--- config.mk ---
export PLATFORM = sky130hd
export DESIGN_NAME = ltc2333_readout
export DESIGN_NICKNAME = d
export VERILOG_FILES = /design/src/rtl/ltc2333_pkg.sv /design/src/rtl/sync2ff.sv /design/src/rtl/ltc2333_readout.sv
export SDC_FILE = /design/constraint.sdc
export NUM_CORES = 1
export LEC_CHECK = 0
export ABC_AREA = 1
export CELL_PAD_IN_SITES_DETAIL_PLACEMENT = 1
export CELL_PAD_IN_SITES_GLOBAL_PLACEMENT = 1
export CORE_MARGIN = 4
export CORE_UTILIZATION = 46
export CTS_CLUSTER_DIAMETER = 30
export DETAILED_ROUTE_END_ITERATION = 10
export PLACE_DENSITY = 0.9
export SLEW_MARGIN = 10
export SYNTH_ARGS = -nofsm -noshare
export SYNTH_HDL_FRONTEND = slang
export SYNTH_SLANG_ARGS = --single-unit
--- constraint.sdc ---
create_clock -name aclk -period 3.1 [get_ports aclk]
set_clock_uncertainty 0.1 [all_clocks]
set_input_delay 0.62 -clock aclk [delete_from_list [all_inputs] [get_ports aclk]]
set_output_delay 0.62 -clock aclk [all_outputs]
set_load 0.02 [all_outputs]
--- src/rtl/ltc2333_pkg.sv ---
`default_nettype none
// +--------------------------------------------------------------------+
// | ltc2333_pkg : shared types and word layout for ltc2333_readout     |
// | Rev 1.0                                                            |
// +--------------------------------------------------------------------+
package ltc2333_pkg;

   typedef enum logic [2:0] {
      ST_IDLE      = 3'd0,
      ST_CNV_HI    = 3'd1,
      ST_WAIT_BUSY = 3'd2,
      ST_SHIFT     = 3'd3,
      ST_DRAIN     = 3'd4
   } state_e;

   // Captured word layout: {result, channel, span}, span in the LSBs.
   localparam int RESULT_BITS = 18;
   localparam int CHAN_BITS   = 3;
   localparam int SPAN_BITS   = 3;
   localparam int CHAN_LSB    = SPAN_BITS;
   localparam int RESULT_LSB  = CHAN_LSB + CHAN_BITS;
   localparam int WORD_BITS   = RESULT_LSB + RESULT_BITS;

   localparam int DRAIN_CYCLES = 4;

endpackage
`default_nettype wire

--- src/rtl/sync2ff.sv ---
`default_nettype none
// +--------------------------------------------------------------------+
// | sync2ff : two-flop synchronizer for a single asynchronous input    |
// | Rev 1.0                                                            |
// +--------------------------------------------------------------------+
module sync2ff (
   input  logic clk,
   input  logic rst_n,
   input  logic d,
   output logic q
);

   logic meta_q, meta_d;
   logic sync_q, sync_d;

   always_comb begin
      meta_d = d;
      sync_d = meta_q;
   end

   always_ff @(posedge clk or negedge rst_n) begin
      if (!rst_n) begin
         meta_q <= 1'b0;
         sync_q <= 1'b0;
      end else begin
         meta_q <= meta_d;
         sync_q <= sync_d;
      end
   end

   assign q = sync_q;

endmodule
`default_nettype wire

--- src/rtl/ltc2333_readout.sv ---
`default_nettype none
// +--------------------------------------------------------------------+
// | ltc2333_readout : conversion sequencer and serial readout for an   |
// | LTC2333-style SAR ADC with a valid/ready word output.  Rev 1.0     |
// +--------------------------------------------------------------------+
module ltc2333_readout
   import ltc2333_pkg::*;
#(
   parameter int CLK_DIV    = 4,
   parameter int N_WORDS    = 8,
   parameter int T_CNV_HI   = 4,
   parameter int T_CONV_MAX = 60
) (
   input  logic                 aclk,
   input  logic                 aresetn,
   input  logic                 start,
   input  logic [WORD_BITS-1:0] span_cfg,
   output logic                 cnv,
   input  logic                 adc_busy,
   output logic                 scki,
   output logic                 sdi,
   input  logic                 scko,
   input  logic                 sdo,
   output logic [WORD_BITS-1:0] m_data,
   output logic                 m_valid,
   input  logic                 m_ready,
   output logic                 active,
   output logic                 timeout,
   output logic                 overflow
);

   localparam int TOGGLES = 2 * WORD_BITS * N_WORDS;

   state_e               state_q, state_d;
   logic [15:0]          cnt_q, cnt_d;
   logic [7:0]           div_q, div_d;
   logic [8:0]           tog_q, tog_d;
   logic                 scki_q, scki_d;
   logic [WORD_BITS-1:0] sdi_sr_q, sdi_sr_d;
   logic [WORD_BITS-2:0] shreg_q, shreg_d;
   logic [4:0]           bit_q, bit_d;
   logic [2:0]           word_q, word_d;
   logic                 busy_prev_q, busy_prev_d;
   logic                 scko_prev_q, scko_prev_d;
   logic [WORD_BITS-1:0] m_data_q, m_data_d;
   logic                 m_valid_q, m_valid_d;
   logic                 timeout_q, timeout_d;
   logic                 overflow_q, overflow_d;

   logic busy_s, scko_s, sdo_s;
   logic busy_fall, scko_fall, scko_edge;
   logic word_done;

   sync2ff u_sync_busy (.clk(aclk), .rst_n(aresetn), .d(adc_busy), .q(busy_s));
   sync2ff u_sync_scko (.clk(aclk), .rst_n(aresetn), .d(scko),     .q(scko_s));
   sync2ff u_sync_sdo  (.clk(aclk), .rst_n(aresetn), .d(sdo),      .q(sdo_s));

   assign busy_fall = busy_prev_q & ~busy_s;
   assign scko_fall = scko_prev_q & ~scko_s;
   assign scko_edge = scko_prev_q ^ scko_s;

   always_comb begin
      state_d     = state_q;
      cnt_d       = cnt_q;
      div_d       = div_q;
      tog_d       = tog_q;
      scki_d      = scki_q;
      sdi_sr_d    = sdi_sr_q;
      shreg_d     = shreg_q;
      bit_d       = bit_q;
      word_d      = word_q;
      busy_prev_d = busy_s;
      scko_prev_d = scko_s;
      m_data_d    = m_data_q;
      m_valid_d   = m_valid_q;
      timeout_d   = timeout_q;
      overflow_d  = overflow_q;
      word_done   = 1'b0;

      if (m_valid_q && m_ready) begin
         m_valid_d = 1'b0;
      end

      case (state_q)
         ST_IDLE: begin
            if (start) begin
               state_d  = ST_CNV_HI;
               cnt_d    = '0;
               sdi_sr_d = span_cfg;
            end
         end

         ST_CNV_HI: begin
            if (cnt_q == 16'(T_CNV_HI - 1)) begin
               state_d = ST_WAIT_BUSY;
               cnt_d   = '0;
            end else begin
               cnt_d = cnt_q + 16'd1;
            end
         end

         ST_WAIT_BUSY: begin
            if (busy_fall) begin
               state_d = ST_SHIFT;
               div_d   = '0;
               tog_d   = '0;
               bit_d   = '0;
               word_d  = '0;
            end else if (cnt_q == 16'(T_CONV_MAX)) begin
               state_d   = ST_IDLE;
               timeout_d = 1'b1;
               sdi_sr_d  = '0;
            end else begin
               cnt_d = cnt_q + 16'd1;
            end
         end

         ST_SHIFT: begin
            if (tog_q != 9'(TOGGLES)) begin
               if (div_q == 8'(CLK_DIV - 1)) begin
                  div_d  = '0;
                  tog_d  = tog_q + 9'd1;
                  scki_d = ~scki_q;
                  // next config bit appears on the falling edge just produced
                  if (scki_q) begin
                     sdi_sr_d = {sdi_sr_q[WORD_BITS-2:0], 1'b0};
                  end
               end else begin
                  div_d = div_q + 8'd1;
               end
            end

            if (scko_fall) begin
               shreg_d = {shreg_q[WORD_BITS-3:0], sdo_s};
               if (bit_q == 5'(WORD_BITS - 1)) begin
                  bit_d     = '0;
                  word_done = 1'b1;
                  if (word_q == 3'(N_WORDS - 1)) begin
                     word_d  = '0;
                     state_d = ST_DRAIN;
                     cnt_d   = '0;
                  end else begin
                     word_d = word_q + 3'd1;
                  end
               end else begin
                  bit_d = bit_q + 5'd1;
               end
            end
         end

         ST_DRAIN: begin
            if (scko_edge) begin
               cnt_d = '0;
            end else if (cnt_q == 16'(DRAIN_CYCLES - 1)) begin
               state_d = ST_IDLE;
            end else begin
               cnt_d = cnt_q + 16'd1;
            end
         end

         default: state_d = ST_IDLE;
      endcase

      // a completed word needs the output register free or emptying this cycle
      if (word_done) begin
         if (!m_valid_q || m_ready) begin
            m_data_d  = {shreg_q, sdo_s};
            m_valid_d = 1'b1;
         end else begin
            overflow_d = 1'b1;
         end
      end
   end

   always_ff @(posedge aclk or negedge aresetn) begin
      if (!aresetn) begin
         state_q     <= ST_IDLE;
         cnt_q       <= '0;
         div_q       <= '0;
         tog_q       <= '0;
         scki_q      <= 1'b0;
         sdi_sr_q    <= '0;
         shreg_q     <= '0;
         bit_q       <= '0;
         word_q      <= '0;
         busy_prev_q <= 1'b0;
         scko_prev_q <= 1'b0;
         m_data_q    <= '0;
         m_valid_q   <= 1'b0;
         timeout_q   <= 1'b0;
         overflow_q  <= 1'b0;
      end else begin
         state_q     <= state_d;
         cnt_q       <= cnt_d;
         div_q       <= div_d;
         tog_q       <= tog_d;
         scki_q      <= scki_d;
         sdi_sr_q    <= sdi_sr_d;
         shreg_q     <= shreg_d;
         bit_q       <= bit_d;
         word_q      <= word_d;
         busy_prev_q <= busy_prev_d;
         scko_prev_q <= scko_prev_d;
         m_data_q    <= m_data_d;
         m_valid_q   <= m_valid_d;
         timeout_q   <= timeout_d;
         overflow_q  <= overflow_d;
      end
   end

   assign cnv      = (state_q == ST_CNV_HI);
   assign active   = (state_q != ST_IDLE);
   assign scki     = scki_q;
   assign sdi      = sdi_sr_q[WORD_BITS-1];
   assign m_data   = m_data_q;
   assign m_valid  = m_valid_q;
   assign timeout  = timeout_q;
   assign overflow = overflow_q;

endmodule
`default_nettype wire
; ---- Word level (Yosys, flattened, before mapping)
; Cells that the tools add are included.
[word_totals]
out_inout_bits = 31
register_bits = 127
ram_bits = 0
inputBits = 31
rom_bits = 0
n_memories = 0
latchBits = 0
elab_cells = 130
[op_classes]
n_eq_ne = 26
n_mux = 50
shift = 0
n_reduce_logical = 20
n_bitwise = 8
n_lt_le_gt_ge = 0
addsub = 5
multipliers = 0
div = 0
[ops]
columns = cell, n
row1 = $mux W16, 9
row2 = $mux W24, 6
row3 = $pmux W16 S5, 1
row4 = $pmux W24 S3, 1
row5 = $mux W3, 13
row6 = $mux W9, 3
row7 = $ne A2 B2 Y1 const B, 13
row8 = $mux W8, 3
row9 = $pmux W9 S2, 1
row10 = $add A16 B1 Y16 const B, 1
row11 = $eq A16 B2 Y1 const B, 1
row12 = $eq A16 B6 Y1 const B, 1
row13 = $pmux W8 S2, 1
row14 = $reduce_and A8 Y1, 2
row15 = $mux W5, 3
row16 = $pmux W3 S5, 1
row17 = $reduce_and A3 Y1, 4
row18 = $pmux W5 S2, 1
row19 = $add A9 B1 Y9 const B, 1
row20 = $ne A9 B9 Y1 const B, 1
row21 = $add A8 B1 Y8 const B, 1
row22 = $eq A8 B2 Y1 const B, 1
row23 = $reduce_and A4 Y1, 2
row24 = $reduce_and A7 Y1, 1
row25 = other kinds (21), 37

; ---- Longest topological paths before layout
; Gate-level depths: netlist of run 1.
[logic_depth]
ltp_word = 5
mapped_depth = 12
depth_no_buf = 11

; ---- By module
; A second synthesis of run 1 with hierarchy kept.
[unflattened]
hier_cells = 739
area_unflattened_um2 = 6231.0
[modules_own_cells]
columns = module, area_each_um2, instances, cells_per_inst, seq_area_each_um2
row1 = ltc2333_readout, 6080.8, 1, 733, 3027.9
row2 = sync2ff, 50.0, 3, 2, 50.0

; ---- Worst setup path after synthesis of run 1
; Ideal clock, no wire load.
[synth_timing]
path_type = register to register
startpoint = register u_sync_scko.sync_q (netlist: u_sync_scko.q)
endpoint = register cnt_q[10]
setup_ps = 120
path_slack_ps = 1316
synth_period_minus_slack_ps = 1784
required_ps = 2880
path_buffers = 2
t_arrival_ps = 1564
path_stages_with_launch = 12
cell_sequence = dfrtp_1 > inv_1 > ha_1 > clkbuf_1 > inv_1 > nor2_1 > nand3_1 > nand2_2 > nor2_4 > buf_6 > nand3_1 > nand2_1
[synth_via]
elab_chain_len = 4
word_cells_on_any_way = 8
cone_classes = eq/ne (2) / mux (2) / bitwise (3) / reduce/logical (1)
[synth_rtl]
columns = element, line_no
row1 = from (decl), sync2ff.sv:14  ; logic sync_q, sync_d;
row2 = from (signal assigned), sync2ff.sv:27  ; sync_q <= sync_d;
row3 = $not A1 Y1, ltc2333_readout.sv:59  ; assign scko_fall = scko_prev_q & ~scko_s;
row4 = $and A1 B1 Y1, ltc2333_readout.sv:59
row5 = $ne A2 B2 Y1 (no source line), -
row6 = $reduce_and A8 Y1 (no source line), -
row7 = to (signal assigned), ltc2333_readout.sv:194  ; cnt_q <= cnt_d;
row8 = to (decl), ltc2333_readout.sv:35  ; logic [15:0] cnt_q, cnt_d;
; Parallel ways exist; a longest one is shown, timed or not.
; A chain may end at the register's enable or synchronous reset.

; ---- Worst setup path after layout of run 1
[layout_timing]
startpoint = register state_q[1]
endpoint = output port active
[layout_via]
elab_chain_len = 1
[layout_rtl]
columns = element, line_no
row1 = from (decl), ltc2333_readout.sv:34  ; state_e state_q, state_d;
row2 = from (signal assigned), ltc2333_readout.sv:193  ; state_q <= state_d;
row3 = $reduce_bool A3 Y1, ltc2333_readout.sv:212  ; assign active = (state_q != ST_IDLE);
row4 = to (decl), ltc2333_readout.sv:27  ; output logic active,
; Every way passes these cells.

==> impl_metrics.yaml, run 1 <==
status:
  status: "finished clean"
die:
  start_util_pct: 47.2
  die_w_um: 125
  die_y_um: 125
  fp.coreArea_um2: 13300
  die_area_um2: 15600
  rows: 42
  io_pins: 62
route:
  via_per_inst: 5.54
  vias: 5637
  drtAntennaViolNets: 0
  drc: 0
  drt-total-wl_um: 19100
  initialDrtViolationCount: 366
  first_pass_iters: 4
  avgRoutedWirePerCell_um: 18.7
critical_path:
  path_class: "reg2out"
  worstPathRequired_ns: 2.38
  critPathMaxFanout: 6
  path_delay_family: "buffers and inverters"
  slowest_stage: "clkdlybuf4s50_1"
  crit_arrival_ns: 1.96
  setup.worst_path.end_class: "output pin"
  critPathLaunchType: "flip-flop"
  crit_chain: "nor2_1, nand2_1, clkdlybuf4s50_1"
  max_stage_delay_ns: 0.58
  worst-path-buf-inv: 1
placement:
  hpwl_um: 11800
  dp_cells: 986
  gp_congestion: 0.826
  port_buffers: 61
grt:
  antenna_found_initial: 0
  grt_pass1_wl_um: 31600
  grt_usage_pct: 25.2
  grt_pass1_vias: 6130
  grt_max_degree: 61
  grt.overflow.total: 0
layout:
  drive_gt1_share_pct: 7.60
  fillers: 1624
  fin_cells: 1018
  nets: 870
  diodes: 0
  areaGrowthSynthToFinish_pct: 21.6
  final_common_cell: "nand2_1"
  mostFrequentLayoutCells: "231 x nand2_1, 127 x dfrtp_1, 85 x nand3_1"
logic_synthesis:
  yosysUniqueCellTypes: 36
  synth_cells: 768
  syn_area_um2: 6300
  post_synth.cell_area_avg_um2: 8.20
  synth-seq-area-share_pct: 50.5
  syn_nets: 809
  ys_ff_latch: 127
  yosysWarnings: 0
power_and_ir_drop:
  p_leak_nw: 3.61
  finalPower_mw: 6.09
  peakVddDrop_mv: 0.470
  power_density_nw_per_um2: 795
min_path:
  hold_path_class: "in2async"
clock_network:
  cts_setup_buffers: 0
  clock_path_buffers: 2
  cts_resized: 0
  clk_latency_ns: 0.43
  htreeDepth: 4
  root_buffer: "clkbuf_16"
  cts_tree: "yes"
  postCtsHoldBufs: 0
  cts.sinks: 127
  cts_made_buffers: 17
  clk_pin_slew_worst_paths_ns: 0.06
job:
  maxCapViolCount: 0
sta:
  setup_viol: 0
  hold_viol: 0
  final.period_utilization_pct: 86.5
  fin_crit_ns: 2.68
  finalSetupTns_ns: 0
  drv_slew: 0
  slew_headroom_pct: 49.7
  tightest_slew_ns: 0.752
  whs_ns: 0.0992
  rsz0062_at_grt: "no"
  fmax_mhz: 373
worst reg2reg max path, stage by stage, from the launching register on:
cell,delay [ns]
dfrtp_1,0.55
inv_1,0.11
nor2_2,0.17
nand2_2,0.19
nor2_2,0.22
buf_4,0.42
nor2_1,0.20
inv_1,0.15
nand3_1,0.11
o21ai_0,0.25
worst paths after layout:
| kind | endpoint | from | depth (start not counted) | slack [ns] |
|---|---|---|---|---|
| worst max register to register | bit_q[1] | state_q[1] | 9 | 0.52 |
| worst min register to register | u_sync_sdo.q | u_sync_sdo.meta_q | 0 | 0.24 |
| worst max-delay path | active | state_q[1] | 3 | 0.42 |
| max in group asynchronous | shreg_q[8] | aresetn | 2 | 2.05 |
| min in group aclk | u_sync_sdo.q | u_sync_sdo.meta_q | 0 | 0.24 |
| worst min-delay path | m_data[18] | aresetn | 1 | 0.1 |
per-stage QoR:
stage / utilization, % / worst slack (ns) / area (um2)
finish: 57.4 / 0.417 / 7660
global route: 57.4 / 0.306 / 7660
CTS: 57.4 / 0.435 / 7660
detailed placement: 52.8 / 0.574 / 7050
global placement: 52.8 / 0.670 / 7050
floorplan: - / 1.32 / 6300
sequential cells by signal, indices dropped and copies added, names as in the netlist, 3 cells and up:
signal and count:
word_q 3, m_data 24, shreg_q 23, sdi_sr_q 24
cnt_q 16, div_q 8, state_q 3, bit_q 5
tog_q 9
Yosys cell counts:
| master | count | area [um2] |
|---|---|---|
| a22o_1 | 23 | 201 |
| xor2_1 | 13 | 114 |
| nor2_1 | 50 | 188 |
| nand2_4 | 1 | 11.3 |
| inv_1 | 64 | 240 |
| inv_2 | 4 | 15.0 |
| clkinv_1 | 2 | 7.51 |
| o21ai_1 | 13 | 65.1 |
| clkbuf_1 | 6 | 22.5 |
| nand2_1 | 231 | 867 |
| nand4_1 | 6 | 37.5 |
| xnor2_1 | 5 | 43.8 |
| buf_4 | 3 | 22.5 |
| nand2_2 | 7 | 43.8 |
| nor3b_1 | 1 | 7.51 |
| dfrtp_1 | 127 | 3180 |
| o21bai_1 | 3 | 22.5 |
| o21a_1 | 1 | 7.51 |
| nand3_1 | 85 | 425 |
| o31ai_1 | 1 | 7.51 |
| or2_2 | 1 | 6.26 |
| clkbuf_2 | 1 | 5.00 |
| o21ai_0 | 64 | 320 |
| nor2_2 | 5 | 31.3 |
| and2_1 | 1 | 6.26 |
| ha_1 | 10 | 125 |
| nor3_4 | 1 | 16.3 |
| nor2_4 | 5 | 56.3 |
| nor3_1 | 4 | 20.0 |
| buf_6 | 2 | 22.5 |
| nand3_2 | 1 | 10.0 |
| a21o_1 | 1 | 7.51 |
| nand3b_1 | 3 | 22.5 |
| a21oi_1 | 8 | 40.0 |
| buf_2 | 14 | 70.1 |
| mux2i_1 | 1 | 10.0 |
layer usage:
layer / vias to the layer above / global-route usage (%) / wire [um]
met3: 41 / 5.33 / 732
met1: 2860 / 29.2 / 7750
met2: 115 / 45.0 / 10100
met5: - / 0 / 0
li1: 2621 / - / -
met4: 0 / 10.7 / 478
kinds of logic (layout without fill, tap and decap cells):
family                   Yosys count  count (layout)  synth area share [%]
AND/OR/NAND/NOR                  402             402                  27.8
AO/OA/AOI/OAI                    114             114                  10.7
flip-flops                       127             127                  50.5
multiplexers                       1               1                 0.159
buffers and inverters             96             170                  6.44
XOR/XNOR                          18              18                  2.50
adder cells (fa/ha/maj)           10              10                  1.99
layout make-up:
class	count	area, um2	area share [%]
clock inverter	11	138	1.80
tap	176	220	2.88
inverter	70	263	3.43
multi-input combinational	545	2710	35.4
sequential	127	3180	41.5
timing repair buffer	68	673	8.79
clock buffer	21	470	6.14
power breakdown:
part | leakage [nW] | internal (mW) | switching [mW]
Combinational | 1.59 | 0.558 | 1.33
Clock | 0.306 | 1.32 | 0.766
Sequential | 1.71 | 1.90 | 0.208
Total | 3.61 | 3.78 | 2.31
Note: power is estimated with default switching activity, not from simulation.
==> run 2, diff against run 1 <==
Settings changed: CORE_MARGIN 4 to 2.
==> run 2 against run 1 <==
  * Core utilization up 0.43 points
  * Via count up 0.39%
  * Worst setup slack better by 0.048 ns
  * Global-route usage up 1.2 points
  * Sequential share of layout area down 0.15 points
  * Combinational power about the same
  * Largest power group is now the clock network
  * Power up 0.29%
==> impl_metrics.yaml, run 2 (synthesized netlist as in run 1, its figures left out) <==
die:
  die_w_um: 121
  die_area_um2: 14600
  io_pins: 62
  die_y_um: 121
  rows: 42
  fp.coreArea_um2: 13300
  start_util_pct: 47.4
layout:
  final_common_cell: "nand2_1"
  drive_gt1_share_pct: 7.94
  diodes: 0
  mostFrequentLayoutCells: "231 x nand2_1, 127 x dfrtp_1, 85 x nand3_1"
  fin_area_um2: 7680
  areaGrowthSynthToFinish_pct: 22.0
  nets: 873
clock_network:
  cts_tree: "yes"
  cts_made_buffers: 17
  cts.sinks: 127
  root_buffer: "clkbuf_16"
  cts_resized: 0
  htreeDepth: 4
  postCtsHoldBufs: 0
  clk_latency_ns: 0.43
  cts_setup_buffers: 0
  clock_path_buffers: 2
  clk_pin_slew_worst_paths_ns: 0.06
placement:
  port_buffers: 61
  pre_cts_slack_ns: 0.574
  place_area_um2: 7060
  gp_congestion: 0.820
  hpwl_um: 11600
power_and_ir_drop:
  peakVddDrop_mv: 0.448
  finalPower_mw: 6.10
  power_density_nw_per_um2: 794
  p_leak_nw: 3.61
sta:
  setup_viol: 0
  drv_slew: 0
  timing.final.ws_setup_ns: 0.465
  rsz0062_at_grt: "no"
  slew_headroom_pct: 50.7
  fin_crit_ns: 2.63
  final.period_utilization_pct: 85.0
  hold_viol: 0
  finalSetupTns_ns: 0
  fmax_mhz: 380
  tightest_slew_ns: 0.739
route:
  drtAntennaViolNets: 0
  vias: 5659
  first_pass_iters: 4
  initialDrtViolationCount: 301
  avgRoutedWirePerCell_um: 17.7
  drt-total-wl_um: 18100
  drc: 0
  via_per_inst: 5.55
grt:
  grt.overflow.total: 0
  grt_usage_pct: 26.4
  grt_pass1_vias: 6117
  grt_pass1_wl_um: 30200
  antenna_found_initial: 0
  grt_max_degree: 57
critical_path:
  path_class: "reg2out"
  critPathMaxFanout: 6
  worstPathRequired_ns: 2.38
  crit_arrival_ns: 1.91
  setup.worst_path.end_class: "output pin"
  critPathLaunchType: "flip-flop"
status:
  status: "finished clean"
job:
  maxCapViolCount: 0
min_path:
  hold_path_class: "in2async"
run 2: cell types whose count changed in the layout (fill, tap and decap cells not counted):
cell        delta
clkinv_2       -4
clkinv_4       -1
clkinvlp_4     +3
clkbuf_1       -1
buf_4          +4
buf_12         -1
clkbuf_8       +2
run 2: power by group:
group | internal [mW] | switching [mW] | total (mW)
Clock | 1.36 | 0.758 | 2.12
Sequential | 1.90 | 0.206 | 2.10
Combinational | 0.566 | 1.31 | 1.88
Total | 3.83 | 2.27 | 6.10
run 2: path summary, 6_finish.rpt:
kind | startpoint | to | slack, ns | cells after the start
hold reg to reg | u_sync_scko.meta_q | u_sync_scko.q | 0.25 | 0
hold / removal | aresetn | m_data[20] | 0.14 | 1
min in group aclk | u_sync_scko.meta_q | u_sync_scko.q | 0.25 | 0
max in group asynchronous | aresetn | sdi_sr_q[15] | 1.90 | 2
setup / recovery | state_q[1] | active | 0.47 | 3
setup reg to reg | state_q[1] | sdi_sr_q[18] | 0.60 | 8
run 2: cell type report:
class | count | area, um2
Tap cell | 176 | 220
Timing Repair Buffer | 71 | 683
Clock inverter | 9 | 131
Clock buffer | 22 | 494
Inverter | 70 | 263
Sequential cell | 127 | 3180
Fill cell | 1583 | 5610
Multi-Input combinational cell | 545 | 2710
run 2: layer usage:
metal | GRT usage, % | vias up | routed length, um
li1 | - | 2630 | -
met1 | 31.9 | 2860 | 7530
met2 | 46.2 | 131 | 9550
met3 | 4.84 | 38 | 638
met4 | 11.0 | 0 | 380
met5 | 0 | - | 0
run 2: through the flow:
stage	hold slack [ns]	instances	util, %
after CTS	0.167	1020	57.8
after floorplan	0.224	768	-
after global placement	0.235	989	53.1
after global routing	0.206	1020	57.8
final	0.144	1020	57.8
after detailed placement	0.236	989	53.1
run 2: worst max-delay path: stages (launching register included):
cell and delay (ns):
dfrtp_1 0.50, nor2_1 0.25, nand2_1 0.17, clkdlybuf4s50_1 0.57
==> run 3, diff against run 2 <==
Settings changed: CORE_UTILIZATION 46 to 43, PLACE_DENSITY 0.9 to 0.85.
Clock period 3.1 ns to 2.75 ns, I/O delays scaled along.
==> run 3 against run 2 <==
  * Global-route usage shrank 3.2 points
  * Cell area grew 0.31%
  * Power grew 12%
  * First-iteration DRC count grew 11%
  * Hold slack lost 0.084 ns
  * Final cell count grew 0.98%
  * Worst setup slack lost 0.28 ns
==> impl_metrics.yaml, run 3 (synthesized netlist as in run 1, its figures left out) <==
clock_network:
  cts_made_buffers: 17
  cts.sinks: 127
  cts_tree: "yes"
  clock_path_buffers: 2
  cts_setup_buffers: 0
  clk_latency_ns: 0.42
  clk_pin_slew_worst_paths_ns: 0.06
  htreeDepth: 4
  root_buffer: "clkbuf_16"
  cts_resized: 0
  postCtsHoldBufs: 0
critical_path:
  critPathMaxFanout: 6
  path_class: "reg2out"
  worstPathRequired_ns: 2.10
  critPathLaunchType: "flip-flop"
  r2r_start: "bit_q[0]"
  setup.worst_path.end_class: "output pin"
  r2r_cells: 11
  ff2ff_setup_slack_ns: 0.33
  crit_arrival_ns: 1.91
  r2r-end: "cnt_q[13]"
sta:
  hold_viol: 0
  drv_slew: 0
  setup_viol: 0
  final.period_utilization_pct: 93.2
  tightest_slew_ns: 0.695
  fmax_mhz: 390
  finalSetupTns_ns: 0
  fin_crit_ns: 2.56
  rsz0062_at_grt: "no"
  slew_headroom_pct: 53.7
grt:
  grt_pass1_wl_um: 29300
  grt_pass1_vias: 6032
  grt_max_degree: 53
  grt_usage_pct: 23.2
  antenna_found_initial: 0
  grt.overflow.total: 0
die:
  die_w_um: 125
  start_util_pct: 43.7
  fp.coreArea_um2: 14400
  die_y_um: 125
  rows: 44
  io_pins: 62
  die_area_um2: 15600
route:
  drt-total-wl_um: 17400
  drc: 0
  vias: 5547
  via_per_inst: 5.39
  initialDrtViolationCount: 335
  first_pass_iters: 6
  drtAntennaViolNets: 0
  avgRoutedWirePerCell_um: 16.9
layout:
  final_common_cell: "nand2_1"
  mostFrequentLayoutCells: "231 x nand2_1, 127 x dfrtp_1, 85 x nand3_1"
  drive_gt1_share_pct: 8.16
  areaGrowthSynthToFinish_pct: 22.4
  fin_area_um2: 7710
  diodes: 0
  nets: 874
power_and_ir_drop:
  power_density_nw_per_um2: 885
  finalPower_mw: 6.82
  peakVddDrop_mv: 0.549
  p_leak_nw: 3.62
job:
  maxCapViolCount: 0
status:
  status: "finished clean"
placement:
  port_buffers: 61
  hpwl_um: 11500
  place_area_um2: 7090
  gp_congestion: 0.862
min_path:
  hold_path_class: "in2async"
==> run 3: critical path: stages, from the launching register on <==
cell	delay, ns
dfrtp_1	0.48
nor2_1	0.27
nand2_1	0.17
clkdlybuf4s50_1	0.58
==> run 3: worst max-delay path by stage <==
stage,cells after the start,endpoint,startpoint,slack (ns)
floorplan,11,cnt_q[10],u_sync_scko.q,0.97
global placement,8,cnt_q[15],start,0.42
detailed placement,8,cnt_q[13],start,0.27
CTS,3,active,state_q[1],0.18
global route,3,active,state_q[1],0.11
finish,3,active,state_q[1],0.19
==> run 3: area by class of cell <==
class                           instances  area [um2]
Clock inverter                         14         180
Multi-Input combinational cell        545        2710
Tap cell                              184         230
Timing Repair Buffer                   72         703
Clock buffer                           18         439
Inverter                               70         263
Sequential cell                       127        3180
Fill cell                            1736        6720
==> run 3: through the flow <==
step / instances / util [%] / hold slack [ns] / setup WS [ns]
5_1_grt: 1030 / 53.4 / 0.121 / 0.106
6_report: 1030 / 53.4 / 0.0606 / 0.187
4_1_cts: 1030 / 53.4 / 0.0849 / 0.182
2_1_floorplan: 768 / - / 0.154 / 0.966
3_3_place_gp: 998 / 49.1 / 0.237 / 0.419
3_5_place_dp: 998 / 49.1 / 0.236 / 0.274
==> run 3: power by group <==
part           total (mW)  internal (mW)  switching, mW  leakage, nW
clock                2.38           1.46          0.916        0.298
combinational        2.09          0.639           1.45         1.60
sequential           2.35           2.14          0.208         1.71
total                6.82           4.24           2.58         3.62
==> run 3: routing by layer <==
layer	GRT usage, %	routed length, um
met4	8.10	309
met1	27.8	7330
met5	0	0
met2	42.1	9280
met3	3.81	487
